$ cat src/rtl/duck_pkg.sv
`default_nettype none
// +--------------------------------------------------------------------+
// | duck_pkg                                                           |
// | Shared definitions for the per-duck round controller: round state  |
// | encoding, screen coordinate widths, default ammunition and the     |
// | hitbox span test.                                                  |
// | Revision: 1.0                                                      |
// +--------------------------------------------------------------------+
package duck_pkg;

  // Round state encoding
  typedef enum logic [2:0] {
    ST_IDLE     = 3'd0,
    ST_ARMED    = 3'd1,
    ST_HIT      = 3'd2,
    ST_ESCAPING = 3'd3,
    ST_DONE     = 3'd4
  } round_state_t;

  // 160x120 playfield
  localparam int SCREEN_X_W = 8;
  localparam int SCREEN_Y_W = 7;

  localparam int DEFAULT_AMMO = 3;
  localparam int AMMO_W       = 2;
  localparam int SCORE_W      = 8;

  // True when lo <= val <= lo + size - 1. The upper bound is formed one
  // bit wider than the operands so a box touching the right/bottom edge
  // of the coordinate range never wraps back to small values.
  function automatic logic in_span(input logic [15:0] lo,
                                   input logic [15:0] size,
                                   input logic [15:0] val);
    logic [16:0] hi;
    hi = {1'b0, lo} + {1'b0, size} - 17'd1;
    return ({1'b0, val} >= {1'b0, lo}) && ({1'b0, val} <= hi);
  endfunction

endpackage
`default_nettype wire

$ cat src/rtl/trigger_edge.sv
`default_nettype none
// +--------------------------------------------------------------------+
// | trigger_edge                                                       |
// | Two-flop synchroniser for an asynchronous active-low key, followed |
// | by a falling-edge detector producing a one-cycle fire pulse.       |
// | The synchronised level resets high (key released).                 |
// | Revision: 1.0                                                      |
// +--------------------------------------------------------------------+
module trigger_edge (
  input  logic clk,
  input  logic reset_n,
  input  logic key_n,
  output logic fall
);

  logic meta;
  logic sync;
  logic sync_d;

  // Synchronise the raw key and keep one extra sample for edge detection
  always_ff @(posedge clk or negedge reset_n) begin
    if (!reset_n) begin
      meta   <= 1'b1;
      sync   <= 1'b1;
      sync_d <= 1'b1;
    end else begin
      meta   <= key_n;
      sync   <= meta;
      sync_d <= sync;
    end
  end

  // High for exactly one cycle after the synchronised level drops
  assign fall = sync_d & ~sync;

endmodule
`default_nettype wire

$ cat src/rtl/duck_round_ctrl.sv
`default_nettype none
// +--------------------------------------------------------------------+
// | duck_round_ctrl                                                    |
// | Per-duck round controller feeding the movement FSM. Converts the   |
// | fire key, crosshair/duck coordinates and the slow game tick into   |
// | is_shot / escape / out_of_ammo / leave, tracks ammunition and the  |
// | escape timeout.                                                    |
// | Optional feature: define DUCK_SCORE_EN to build the 8-bit          |
// | saturating hit counter on score; otherwise score is tied to 0.     |
// | Revision: 1.0                                                      |
// +--------------------------------------------------------------------+
module duck_round_ctrl
  import duck_pkg::*;
#(
  parameter int AMMO         = DEFAULT_AMMO,
  parameter int ESCAPE_TICKS = 10,
  parameter int HIT_W        = 16,
  parameter int HIT_H        = 16,
  parameter int X_W          = SCREEN_X_W,
  parameter int Y_W          = SCREEN_Y_W
) (
  input  logic               clk,
  input  logic               reset_n,
  input  logic               trigger_n,
  input  logic               tick,
  input  logic               new_round,
  input  logic [X_W-1:0]     cross_x,
  input  logic [Y_W-1:0]     cross_y,
  input  logic [X_W-1:0]     duck_x,
  input  logic [Y_W-1:0]     duck_y,
  input  logic               duck_gone,
  output logic               is_shot,
  output logic               escape,
  output logic               out_of_ammo,
  output logic               leave,
  output logic [AMMO_W-1:0]  ammo_left,
  output logic [SCORE_W-1:0] score
);

  localparam int                 TMR_W     = $clog2(ESCAPE_TICKS + 1);
  localparam logic [TMR_W-1:0]   TMR_MAX   = TMR_W'(ESCAPE_TICKS);
  localparam logic [AMMO_W-1:0]  AMMO_LOAD = AMMO_W'(AMMO);

  round_state_t       state;
  logic               fire;
  logic               tick_q;
  logic               tick_d;
  logic               tick_rise;
  logic [TMR_W-1:0]   timer;
  logic               timeout;
  logic               hit;
  logic               shot_ok;
  logic               round_load;

  trigger_edge u_trigger_edge (
    .clk     (clk),
    .reset_n (reset_n),
    .key_n   (trigger_n),
    .fall    (fire)
  );

  // Crosshair inside the duck's hitbox on both axes
  assign hit = in_span(16'(duck_x), 16'(HIT_W), 16'(cross_x)) &&
               in_span(16'(duck_y), 16'(HIT_H), 16'(cross_y));

  // A shot counts only while armed and with a shell in the chamber
  assign shot_ok    = fire && (state == ST_ARMED) && (ammo_left != '0);
  assign round_load = new_round && ((state == ST_IDLE) || (state == ST_DONE));
  assign timeout    = (timer == TMR_MAX);

  // Register the tick level and its previous sample for rising-edge detect
  always_ff @(posedge clk or negedge reset_n) begin
    if (!reset_n) begin
      tick_q <= 1'b0;
      tick_d <= 1'b0;
    end else begin
      tick_q <= tick;
      tick_d <= tick_q;
    end
  end

  assign tick_rise = tick_q & ~tick_d;

  // Escape timer: counts tick edges while armed, held at zero otherwise
  always_ff @(posedge clk or negedge reset_n) begin
    if (!reset_n) begin
      timer <= '0;
    end else if (state != ST_ARMED) begin
      timer <= '0;
    end else if (tick_rise && !timeout) begin
      timer <= timer + TMR_W'(1);
    end
  end

  // Ammunition: loaded at round start, one shell per accepted shot.
  // The empty flag is its own register so it stays low before the
  // first round has ever been loaded.
  always_ff @(posedge clk or negedge reset_n) begin
    if (!reset_n) begin
      ammo_left   <= '0;
      out_of_ammo <= 1'b0;
    end else if (round_load) begin
      ammo_left   <= AMMO_LOAD;
      out_of_ammo <= (AMMO_LOAD == '0);
    end else if (shot_ok) begin
      ammo_left   <= ammo_left - AMMO_W'(1);
      out_of_ammo <= (ammo_left == AMMO_W'(1));
    end
  end

  // Round FSM with registered status outputs; a hit beats a timeout
  always_ff @(posedge clk or negedge reset_n) begin
    if (!reset_n) begin
      state   <= ST_IDLE;
      is_shot <= 1'b0;
      escape  <= 1'b0;
      leave   <= 1'b0;
    end else begin
      case (state)
        ST_IDLE: begin
          if (new_round) begin
            state <= ST_ARMED;
          end
        end
        ST_ARMED: begin
          if (shot_ok && hit) begin
            state   <= ST_HIT;
            is_shot <= 1'b1;
          end else if ((shot_ok && (ammo_left == AMMO_W'(1))) || timeout) begin
            state  <= ST_ESCAPING;
            escape <= 1'b1;
          end
        end
        ST_HIT, ST_ESCAPING: begin
          if (duck_gone) begin
            state   <= ST_DONE;
            is_shot <= 1'b0;
            escape  <= 1'b0;
            leave   <= 1'b1;
          end
        end
        ST_DONE: begin
          if (new_round) begin
            state <= ST_ARMED;
            leave <= 1'b0;
          end
        end
        default: begin
          state   <= ST_IDLE;
          is_shot <= 1'b0;
          escape  <= 1'b0;
          leave   <= 1'b0;
        end
      endcase
    end
  end

`ifdef DUCK_SCORE_EN
  logic [SCORE_W-1:0] hits;

  // Saturating hit counter, cleared only by reset
  always_ff @(posedge clk or negedge reset_n) begin
    if (!reset_n) begin
      hits <= '0;
    end else if (shot_ok && hit && (hits != {SCORE_W{1'b1}})) begin
      hits <= hits + SCORE_W'(1);
    end
  end

  assign score = hits;
`else
  assign score = '0;
`endif

endmodule
`default_nettype wire
$ cat config.mk
export PLATFORM = sky130hd
export DESIGN_NAME = duck_round_ctrl
export DESIGN_NICKNAME = d
export VERILOG_FILES = /design/src/rtl/duck_pkg.sv /design/src/rtl/trigger_edge.sv /design/src/rtl/duck_round_ctrl.sv
export SDC_FILE = /design/constraint.sdc
export NUM_CORES = 1
export LEC_CHECK = 0
export CORE_UTILIZATION = 40
export CTS_BUF_LIST = sky130_fd_sc_hd__clkbuf_8
export DETAILED_ROUTE_END_ITERATION = 10
export GPL_TIMING_DRIVEN = 0
export PLACE_DENSITY_LB_ADDON = 0.12
export RECOVER_POWER = 25
export SLEW_MARGIN = 10
export SYNTH_ARGS = -nofsm -noshare
export SYNTH_HDL_FRONTEND = slang
export SYNTH_SLANG_ARGS = --single-unit
$ cat constraint.sdc
create_clock -name clk -period 2.11 [get_ports clk]
set_input_delay 0.422 -clock clk [delete_from_list [all_inputs] [get_ports clk]]
set_output_delay 0.422 -clock clk [all_outputs]
set_load 0.02 [all_outputs]
After elaboration in Yosys (flattened, before gate mapping)
Index checks and enable logic that the tools add are counted.
{ "word_totals": {"output_inout_bits": 14, "in_bits": 36, "wordCells": 85, "regBits": 18} }
{ "classes": {"n_eq_ne": 14, "reduce_logical": 23, "n_mux": 20, "n_lt_le_gt_ge": 4, "n_addsub": 6, "bitwise_logic": 6} }
{ "ops": {"columns": ["op", "n"], "rows": [
  ["7-bit by 17-bit <= comparator with 1-bit output", 1],
  ["8-bit by 17-bit <= comparator with 1-bit output", 1],
  ["3-bit two-way mux", 4],
  ["9-bit by 1-bit subtractor with 10-bit output, second input constant", 1],
  ["8-bit by 5-bit adder with 9-bit output, second input constant", 1],
  ["1-bit logical AND", 9],
  ["1-bit case mux with 3 select lines", 3],
  ["3-bit case mux with 3 select lines", 1],
  ["3-bit AND reduction", 3],
  ["8-bit by 1-bit subtractor with 9-bit output, second input constant", 1],
  ["7-bit by 5-bit adder with 8-bit output, second input constant", 1],
  ["8-bit >= comparator", 1],
  ["1-bit two-way mux", 8],
  ["4-bit two-way mux", 2],
  ["7-bit >= comparator", 1],
  ["3-bit by 2-bit equality test with 1-bit output, second input constant", 2],
  ["2-bit by 1-bit inequality test with 1-bit output, second input constant", 3],
  ["2-bit inequality test, second input constant", 3],
  ["3-bit by 1-bit inequality test with 1-bit output, second input constant", 2],
  ["2-bit nonzero test", 3],
  ["2-bit OR reduction", 3],
  ["4-bit by 1-bit adder with 4-bit output, second input constant", 1],
  ["4-bit equality test, second input constant", 1],
  ["2-bit two-way mux", 2],
  ["10 further kinds", 15]
]} }

Logic depth before layout (Yosys ltp)
Gate-level depths: netlist of the first run.
{ "depth": {"ltp_word": 9, "ltp_mapped": 12, "depth_no_buf": 12} }

By module
Synthesis of the first run repeated with hierarchy kept, for this count alone.
{ "unflattened": {"cells_unflattened": 196, "area_unflattened_um2": 1747.9} }
{ "by_module_without_submodules": {"columns": ["module", "seq_area_each_um2", "area_per_inst_um2", "cells_per_inst", "instances"], "rows": [
  ["duck_round_ctrl", 375.4, 1655.3, 192, 1],
  ["trigger_edge", 78.8, 92.6, 4, 1]
]} }

Least setup slack after synthesis of the first run
No wires, ideal clock.
{ "synth_path": {"path_type": "input port to flip-flop", "from": "input port duck_x[0]", "to": "register state[1]", "required_time_ps": 1986, "slack_ps": -489, "arrival_ps": 2475, "setup_ps": 124, "path_stages": 12, "n_path_buf": 0, "cell_sequence": "inv_1 > ha_1 > nor3b_1 > or3_1 > xnor2_1 > ha_1 > inv_1 > a221oi_1 > o221ai_1 > o311ai_2 > nor3_2 > a211o_2"} }
{ "synth_between": {"elab_chain_cells": 8, "word_cells_on_any_way": 11, "classes_between": "2 x add/sub; 2 x order compare; 1 x eq/ne; 2 x mux; 4 x reduce/logical"} }
{ "synth_lines": {"columns": ["item", "line_no", "text"], "rows": [
  ["from (decl)", "duck_round_ctrl.sv:29", "input logic [X_W-1:0] duck_x,"],
  ["8-bit by 5-bit adder with 9-bit output", "duck_pkg.sv:35", "hi = {1'b0, lo} + {1'b0, size} - 17'd1;"],
  ["9-bit by 1-bit subtractor with 10-bit output", "duck_pkg.sv:35", null],
  ["8-bit by 17-bit <= comparator with 1-bit output", "duck_pkg.sv:36", "return ({1'b0, val} >= {1'b0, lo}) && ({1'b0, val} <= hi);"],
  ["1-bit logical AND *", "duck_pkg.sv:36", null],
  ["1-bit logical AND *", "duck_round_ctrl.sv:63", "assign hit = in_span(16'(duck_x), 16'(HIT_W), 16'(cross_x)) &&"],
  ["1-bit logical AND *", "duck_round_ctrl.sv:126", "if (shot_ok && hit) begin"],
  ["3-bit by 1-bit inequality test with 1-bit output (no line) or 3-bit two-way mux (tied branches)", null, null],
  ["3-bit AND reduction (no line) or 3-bit case mux with 3 select lines (tied branches)", null, null],
  ["to (signal assigned)", "duck_round_ctrl.sv:127", "state <= ST_HIT;"],
  ["to (signal assigned)", "duck_round_ctrl.sv:130", "state <= ST_ESCAPING;"],
  ["to (signal assigned)", "duck_round_ctrl.sv:136", "state <= ST_DONE;"],
  ["to (decl)", "duck_round_ctrl.sv:44", "round_state_t state;"]
]} }
Mark *: on every way between the ends. The rest lies on a longest branch, timed or not.
A chain may end at the register's enable or synchronous reset.

Final worst setup path of the first run
{ "layout_path": {"from": "input port duck_y[3]", "to": "register state[1]"} }
{ "layout_between": {"elab_chain_cells": 8, "word_cells_on_any_way": 11, "classes_between": "2 x add/sub; 2 x order compare; 1 x eq/ne; 2 x mux; 4 x reduce/logical"} }
{ "layout_lines": {"columns": ["item", "line_no", "text"], "rows": [
  ["from (decl)", "duck_round_ctrl.sv:30", "input logic [Y_W-1:0] duck_y,"],
  ["7-bit by 5-bit adder with 8-bit output", "duck_pkg.sv:35", null],
  ["8-bit by 1-bit subtractor with 9-bit output", "duck_pkg.sv:35", null],
  ["7-bit by 17-bit <= comparator with 1-bit output", "duck_pkg.sv:36", null],
  ["1-bit logical AND *", "duck_pkg.sv:36", null],
  ["1-bit logical AND *", "duck_round_ctrl.sv:63", null],
  ["1-bit logical AND *", "duck_round_ctrl.sv:126", null],
  ["3-bit by 1-bit inequality test with 1-bit output (no line) or 3-bit two-way mux (tied branches)", null, null],
  ["3-bit AND reduction (no line) or 3-bit case mux with 3 select lines (tied branches)", null, null]
]} }
Marks and branches as above.

==> results.md, run 1 <==
Outcome:
- The run finished, with violations left.
- The final reports fail on negative setup slack.

Logic synthesis:
- The share of async-settable or async-resettable flops after synthesis is 100%.
- By area, the combinational part of the netlist is dominated by adder cells.
- Synthesis instantiated 40 different standard cells from the library.
- The main flop type after synthesis is sky130_fd_sc_hd__dfrtp_1.
- The portion of netlist area occupied by mux cells is 1.67%.
- The top cell type's share of synthesized area is 25.1%.
- In this run the cell area of the synthesized design comes to 1790 um^2.
- The proportion of synthesized chip area in sequential cells is 25.3%.
- The synthesized netlist devotes 17.7% of its cell area to simple gates.
- The synthesized netlist devotes 13.5% of its cell area to compound gates.
- Synthesis handed over a netlist of 200 instances.
- The synthesized design contains 0 enable-type register cells.
- Yosys attributes the largest share of cell area to sky130_fd_sc_hd__ha_1, sky130_fd_sc_hd__dfrtp_1, sky130_fd_sc_hd__xnor2_1, sky130_fd_sc_hd__inv_1, sky130_fd_sc_hd__dfstp_2.
- The fraction of synthesized cell area in xor and xnor cells is 6.84%.
- After synthesis the netlist holds a flip-flop and latch count of 18.
- During synthesis, Yosys emitted a total of 0 warnings.
- Of all cell types, the one taking the most synthesized area is sky130_fd_sc_hd__ha_1.
- Summing the areas of all fa, ha and maj instances in the mapped netlist gives between 20 and 30% of the synthesized area.
- Dividing the synthesized area by the synthesized cell count gives 8.96 um^2.

Route:
- The routed via count is 1543.
- The number of nets with antenna violations after detailed routing is 0.
- The post-detailed-route via-to-cell ratio is 4.99.
- The final layout contains routed wiring with a total length of 3590 um.
- The per-cell routed wire length is 11.6 um.
- The number of violations reported at the end of detailed-routing iteration 0 is 48.
- In the routed design, unresolved DRC markers number 0.
- The detailed-routing iteration count for the pre-antenna-repair pass is 4.

Die:
- The floorplan step set the die width to ~70 um.
- After floorplanning, the core was divided into 23 placement rows.
- The core outline area is 4140 um^2.
- The floorplan step set the die height to 69.0 um.
- The initial core utilization is 43.3%.
- For this design the top-level I/O count stands at 50.
- The die covers 4750 um^2.

Clock network:
- Clock-pin slew was measured on the worst setup and hold paths at 70 ps.
- CTS built an H-tree with a depth of 1.
- The hold-fix buffer count after cts is 0.
- The clock buffer count from CTS is 3.
- The maximum number of buffers from clock root to sink is 2.
- The cell sitting at the root of the clock tree is a sky130_fd_sc_hd__clkbuf_8.
- The clock latency at the later pin of the worst-skew pair is 250 ps.
- TritonCTS built the clock tree.
- The clock drives 18 sinks.

Timing:
- On the final layout, the worst clock skew is between 1 and 1.5 ps.
- The headroom to the max-slew limit is between 40% and 50%.
- The final critical-path required period is 2360 ps.
- Setup repair after global routing could not meet its margin everywhere.
- Setup violations remaining at the end of the flow were counted as 4.
- Based on the critical path, the design can be clocked at up to 0.424 GHz.
- The final period utilization is 112%.
- The hold violation total from the final report is 0.
- The number of max-slew violations in the final report is 0.
- The slack of the critical path is -248 ps.
- At the pin with the least slew margin, the transition time is 820 ps.

Final layout:
- 0 antenna diodes ended up in the layout.
- The multi-input logic area is 1340 um^2.
- The fraction of final layout cells with drive strength greater than 1 is about 22%.
- The most common library cell in the layout ignoring fill and taps is sky130_fd_sc_hd__ha_1.
- In the final layout, flip-flops and latches occupy 454 um^2.
- After the last flow step, the layout net total stands at 332.
- The filler cells instantiated in the layout total between 300 and 400.
- After routing the design area is between 2000 and 3000 um^2.
- The library cells used most frequently in the layout, excluding fill and tap cells, are sky130_fd_sc_hd__ha_1, sky130_fd_sc_hd__clkdlybuf4s50_1, sky130_fd_sc_hd__inv_1, sky130_fd_sc_hd__nor2_1.
- The layout-stage area growth over the synthesis result is 43.2%.
- For this run, the share of the core covered by cells in the final layout is 62.0%.

Worst setup path:
- The startpoint type of the worst setup path is an input port.
- The arrival time reported for the critical path endpoint is 2500 ps.
- The kind of end point of the critical path is a flop.
- The setup path with the least slack is of type input port to flop.
- The required time of the worst setup path is around 2300 ps.
- Measured in cells, the most critical reg-to-reg path has a length of 8.
- Of all nets on the critical path, the largest fanout is 3.

Global routing:
- The number of antenna violations at the first check in global routing is 0.
- Global routing used 16.6% of the available tracks.
- The number of global-route vias before repair was 1422.
- The total congestion overflow is 0.
- The first global-routing pass estimated between 5000 and 6000 um of wire.
- Entering global routing, the biggest net connects 19 pins.

Pwr:
- Across the VDD grid, the largest voltage drop is 0.000278 V.
- The power per cell area is 651 nW/um^2.
- The leakage component of the power is 1.22 nW.

Placement:
- The half-perimeter wire length of the detailed placement result is 2960 um.
- During placement, the flow inserted port buffers numbering between 40 and 50.
- The congestion estimate from routability-driven global placement came to 0.791.
- The standard cell area after detailed placement is 2350 um^2.

Worst hold path:
- The class of the tightest hold or removal check is flop to flop.
- The hold-critical path depth is 0.

Run:
- The tool flagged a number of max-cap violations equal to 0.
Yosys cell counts (3+ instances only):
| cell | number |
|---|---|
| sky130_fd_sc_hd__a211oi_1 | 5 |
| sky130_fd_sc_hd__a21o_1 | 3 |
| sky130_fd_sc_hd__a21oi_1 | 8 |
| sky130_fd_sc_hd__buf_4 | 8 |
| sky130_fd_sc_hd__dfrtp_1 | 15 |
| sky130_fd_sc_hd__dfstp_2 | 3 |
| sky130_fd_sc_hd__ha_1 | 36 |
| sky130_fd_sc_hd__inv_1 | 24 |
| sky130_fd_sc_hd__mux2i_1 | 3 |
| sky130_fd_sc_hd__nand2_1 | 14 |
| sky130_fd_sc_hd__nand3_1 | 5 |
| sky130_fd_sc_hd__nand4_1 | 5 |
| sky130_fd_sc_hd__nor2_1 | 18 |
| sky130_fd_sc_hd__nor3_1 | 4 |
| sky130_fd_sc_hd__o211ai_1 | 3 |
| sky130_fd_sc_hd__o21ai_0 | 7 |
| sky130_fd_sc_hd__xnor2_1 | 12 |
routing by layer:
layer	global-route usage, %	share of wire (%)
met4	6.12	1.6
met3	1.81	3.3
met1	20.0	46
met2	29.9	49
met5	0	0
report_power, final:
part           internal, mW  switching (mW)
Sequential            0.434          0.0722
Combinational         0.440           0.443
Clock                 0.166           0.117
Total                  1.04           0.632
cell type report:
class	count	area share, %
Tap cell	50	2.44
Sequential cell	18	17.7
Clock buffer	4	2.14
Multi-Input combinational cell	155	52.3
Inverter	24	4.29
Timing Repair Buffer	48	17.9
Buffer	10	3.22
path summary, 6_finish.rpt:
check / start / end / slack, ps
max: duck_y[3] / state[1]$_DFFE_PN0P_ / -250
min: u_trigger_edge.meta$_DFF_PN1_ / u_trigger_edge.sync$_DFF_PN1_ / 360
max reg2reg: state[1]$_DFFE_PN0P_ / escape$_DFFE_PN0P_ / 50
min reg2reg: u_trigger_edge.meta$_DFF_PN1_ / u_trigger_edge.sync$_DFF_PN1_ / 360
max in group asynchronous: reset_n / tick_d$_DFF_PN0_ / 900
min in group asynchronous: reset_n / state[0]$_DFFE_PN0P_ / 700
repair_timing:
action / CTS / global route
endpoints found under the setup margin: 4 / 4
pin swaps: 18 / 12
resized for setup: 49 / 12
hold endpoints to repair: 0 / 0
setup buffers: 7 / 0
registers in the layout (all words and copies together) (netlist names):
name                   flops
tick_q                     1
u_trigger_edge.sync_d      1
is_shot                    1
out_of_ammo                1
tick_d                     1
timer                      4
escape                     1
u_trigger_edge.sync        1
leave                      1
state                      3
ammo_left                  2
u_trigger_edge.meta        1
cell families after synthesis:
kind of cell | after synthesis
buf+inv | 34
mux | 3
fa+ha+maj | 36
other cells | 1
compound gates | 35
xor+xnor | 14
simple gates | 59
flops | 18
worst max-delay path, stage by stage:
cell	delay (ps)
sky130_fd_sc_hd__buf_6	100
sky130_fd_sc_hd__or4_4	550
sky130_fd_sc_hd__nand2_4	80
sky130_fd_sc_hd__xnor2_2	80
sky130_fd_sc_hd__ha_4	290
sky130_fd_sc_hd__nand3_2	80
sky130_fd_sc_hd__o211ai_1	180
sky130_fd_sc_hd__nor2_1	90
sky130_fd_sc_hd__o311ai_4	280
sky130_fd_sc_hd__nor3_4	70
sky130_fd_sc_hd__a211o_2	280
stage by stage:
step / setup WS, ps / hold slack, ps / instances / power [mW] / TNS (ps)
6_report: -248 / 363 / 309 / 1.67 / -768
3_3_place_gp: -1200 / 346 / 298 / 1.34 / -4710
4_1_cts: -427 / 359 / 309 / 1.66 / -1430
2_1_floorplan: -341 / 126 / 207 / 1.06 / -1210
3_5_place_dp: -1200 / 349 / 298 / 1.35 / -4690
5_1_grt: -356 / 369 / 309 / 1.82 / -1260
No activity file was read; power rests on OpenSTA's default activity.
==> run 2, diff against run 1 <==
Settings changed: CORE_ASPECT_RATIO set to 0.7.
Clock period 2.11 ns to 2 ns, I/O delays scaled along.
==> results.md, run 2 (synthesized netlist as in run 1, its figures left out) <==
Outcome:
- The run finished, with violations left.
- The checks that failed: negative setup slack.

Pwr:
- The leakage component of the power came to 1.23 nW (+0.56%).
- The power per cell area is 674 nW/um^2 (+3.6%).
- The highest ir drop seen on vdd is 0.000547 V (+97%).

Route:
- The routed via count came to 1585 (+2.7%).
- The final wirelength is 4120 um (+15%).
- The number of DRC violations after detailed routing is 0 (unchanged).
- The number of violations reported at the end of detailed-routing iteration 0 is 70 (+46%).
- The per-cell routed wire length is 13.2 um (+14%).
- The detailed-routing iteration count for the pre-antenna-repair pass was 4 (unchanged).
- The number of nets with antenna violations after detailed routing is 0 (unchanged).
- The post-detailed-route via-to-cell ratio was 5.10 (+2.1%).

Worst setup path:
- The kind of end point of the critical path is a flop.
- The delay contributed by the slowest stage of the critical path is 540 ps (about the same).
- The family with the most delay on the worst path is compound AO/OA/AOI/OAI gates.
- The critical path is of the input port to flop type.
- The required time of the worst setup path is 2140 ps (-110 ps).
- The critical path goes through clkdlybuf4s50_1 -> inv_1 -> ha_1 -> and4_1 -> a221o_1 -> a21oi_4 -> nor3_2 -> a211o_2.
- The worst setup path is launched from an input port.
- The critical-path maximum fanout is 3 (unchanged).
- The arrival time reported for the critical path endpoint was 2620 ps (+120 ps).
- The slowest library cell on the worst path is sky130_fd_sc_hd__clkdlybuf4s50_1.
- The number of buffers and inverters on the critical path was 2 (+1).

Timing:
- The slack of the critical path is -488 ps (-241 ps).
- Derived from the worst setup path, the maximum achievable clock frequency is 0.402 GHz.
- The hold violation total from the final report is 0 (unchanged).
- The headroom to the max-slew limit is 46.8% (+1.6 points).
- The final period utilization is 124%.
- The count of final setup violators was 4 (unchanged).
- The transition time at the pin with the least slew margin is 795 ps (-24.3 ps).
- The setup skew after layout is 3.95 ps (+2.76 ps).
- Setup repair after global routing could not meet its margin everywhere.
- The number of max-slew violations in the final report is 0 (unchanged).
- The final critical-path required period is 2490 ps.

Die:
- The vertical die dimension is 58.0 um (-16%).
- The number of top-level pins is 50 (unchanged).
- The core outline area is 4110 um^2 (-0.75%).
- The area of the die is 4760 um^2 (about the same).
- The initial core utilization is 43.6% (+0.33 points).
- The number of rows created at floorplan came to 19 (-17%).
- The die boundary width came to 82.0 um (+19%).

Global routing:
- The global-route total usage across every layer came to 18.4% (+1.8 points).
- The number of antenna violations at the first check in global routing is 0 (unchanged).
- The wire length of the first global-routing pass is 6620 um (+12%).
- The pin count of the biggest net entering global routing is 19 (unchanged).
- The number of global-route vias before repair was 1462 (+2.8%).
- The total congestion overflow is 0 (unchanged).

Final layout:
- The final standard cell area without fillers is 2560 um^2 (-0.44%).
- The count of non-filler cells in the finished layout is 311 (+0.65%).
- In the layout the commonest cells are sky130_fd_sc_hd__ha_1, sky130_fd_sc_hd__clkdlybuf4s50_1, sky130_fd_sc_hd__inv_1, sky130_fd_sc_hd__nor2_1.
- The count of inserted antenna diode cells is 0 (unchanged).
- Compared with the post-synthesis result, the final layout area differs by 42.6%.
- The library cell used most frequently in the layout, excluding fill and tap cells, is sky130_fd_sc_hd__ha_1.
- The number of flip-flops under the largest register name was 4 (unchanged).
- The net count reported at finish is 332 (unchanged).
- The register with the most flip-flops in the final layout is timer.
- In the final layout, the registers with the most flip-flops are timer (4), state (3), ammo_left (2).
- The fraction of the core area covered by cells at the end of the flow came to 62.2% (+0.20 points).
- The fraction of final layout cells with drive strength greater than 1 is 20.8% (-1.5 points).

Clock network:
- TritonCTS built the clock tree.
- The clock latency at the later pin of the worst-skew pair came to 250 ps (about the same).
- The clock transition at the registers of the reported paths came to 60 ps (about the same).
- The maximum number of buffers from clock root to sink was 2 (unchanged).
- The clock net sink count was 18 (unchanged).
- The clock buffer count from CTS is 3 (unchanged).
- The library cell used as clock root buffer is sky130_fd_sc_hd__clkbuf_8.
- The hold-fix buffer count after cts is 0 (unchanged).
- The H-tree depth is 1 (unchanged).

Placement:
- The standard cell area after detailed placement was 2360 um^2 (+0.11%).
- The total instance count after detailed placement is 300 (+0.67%).
- The number of input and output port buffers inserted is 41 (unchanged).
- The routability congestion estimate is 0.855 (+8.1%).
- The half-perimeter wire length of the detailed placement result came to 3150 um (+6.4%).
- The worst setup slack after placement is -1330 ps (-126 ps).

Worst hold path:
- The min-delay analysis places its worst path in the category flop to flop.

Run:
- The count of max-cap constraint violations came to 0 (unchanged).
-- run 2: changes by cell type in the layout (fill, tap and decap cells not counted), sizes merged --
cell,before,now
clkbuf,5,4
dlymetal6s2s,0,1
inv,24,25
clkdlybuf4s15,0,1
dlygate4sd2,4,3
buf,23,22
-- run 2: cell type report --
cell class	count	area, um^2
Fill cell	358	1560
Inverter	24	110
Buffer	10	75.1
Clock inverter	1	3.75
Multi-Input combinational cell	155	1330
Timing Repair Buffer	48	475
Clock buffer	3	41.3
Sequential cell	18	454
Tap cell	52	65.1
-- run 2: what timing repair did --
item / in CTS / in global routing
setup buffers: 6 / 1
resized for setup: 49 / 12
cloned: 0 / 0
pin swaps: 17 / 12
endpoints found under the setup margin: 4 / 4
-- run 2: final timing paths --
check / slack, ps / cells after the start / to / startpoint
hold / removal: 360 / 0 / u_trigger_edge.sync$_DFF_PN1_ / u_trigger_edge.meta$_DFF_PN1_
setup / recovery: -490 / 8 / state[1]$_DFFE_PN0P_ / duck_x[6]
min in group asynchronous: 670 / 1 / timer[3]$_DFFE_PN0P_ / reset_n
max in group asynchronous: 830 / 1 / state[1]$_DFFE_PN0P_ / reset_n
setup reg to reg: -110 / 8 / escape$_DFFE_PN0P_ / state[1]$_DFFE_PN0P_
hold reg to reg: 360 / 0 / u_trigger_edge.sync$_DFF_PN1_ / u_trigger_edge.meta$_DFF_PN1_
-- run 2: through the flow --
stage               power [mW]  TNS [ps]  hold slack, ps
global placement          1.41     -5150             349
CTS                       1.71     -1840             363
detailed placement        1.43     -5190             354
floorplan                 1.12     -1570             104
finish                    1.72     -1540             360
global route              1.87     -1940             367
-- run 2: worst reg2reg max path: stages, from the launching register on --
cell and delay (ps):
sky130_fd_sc_hd__dfrtp_1 350, sky130_fd_sc_hd__clkbuf_1 190, sky130_fd_sc_hd__or3b_1 420, sky130_fd_sc_hd__buf_6 150
sky130_fd_sc_hd__nor4b_4 310, sky130_fd_sc_hd__o311ai_2 190, sky130_fd_sc_hd__buf_4 180, sky130_fd_sc_hd__nor4_4 140
sky130_fd_sc_hd__nor2_1 60
-- run 2: routing by layer --
layer | wire (um) | track usage (%)
met4 | 30 | 3.76
met2 | 1780 | 27.3
met1 | 2090 | 27.5
met5 | 0 | 0
met3 | 216 | 3.78
-- run 2: report_power, final --
group | total (mW) | internal [mW] | switching (mW)
clock | 0.253 | 0.136 | 0.117
sequential | 0.540 | 0.458 | 0.0818
combinational | 0.931 | 0.449 | 0.482
==> run 3, diff against run 2 <==
Settings changed: HOLD_SLACK_MARGIN set to 0.02.
==> results of run 3 <==
No change in the layout: final DEF, timing and power equal those of run 2.
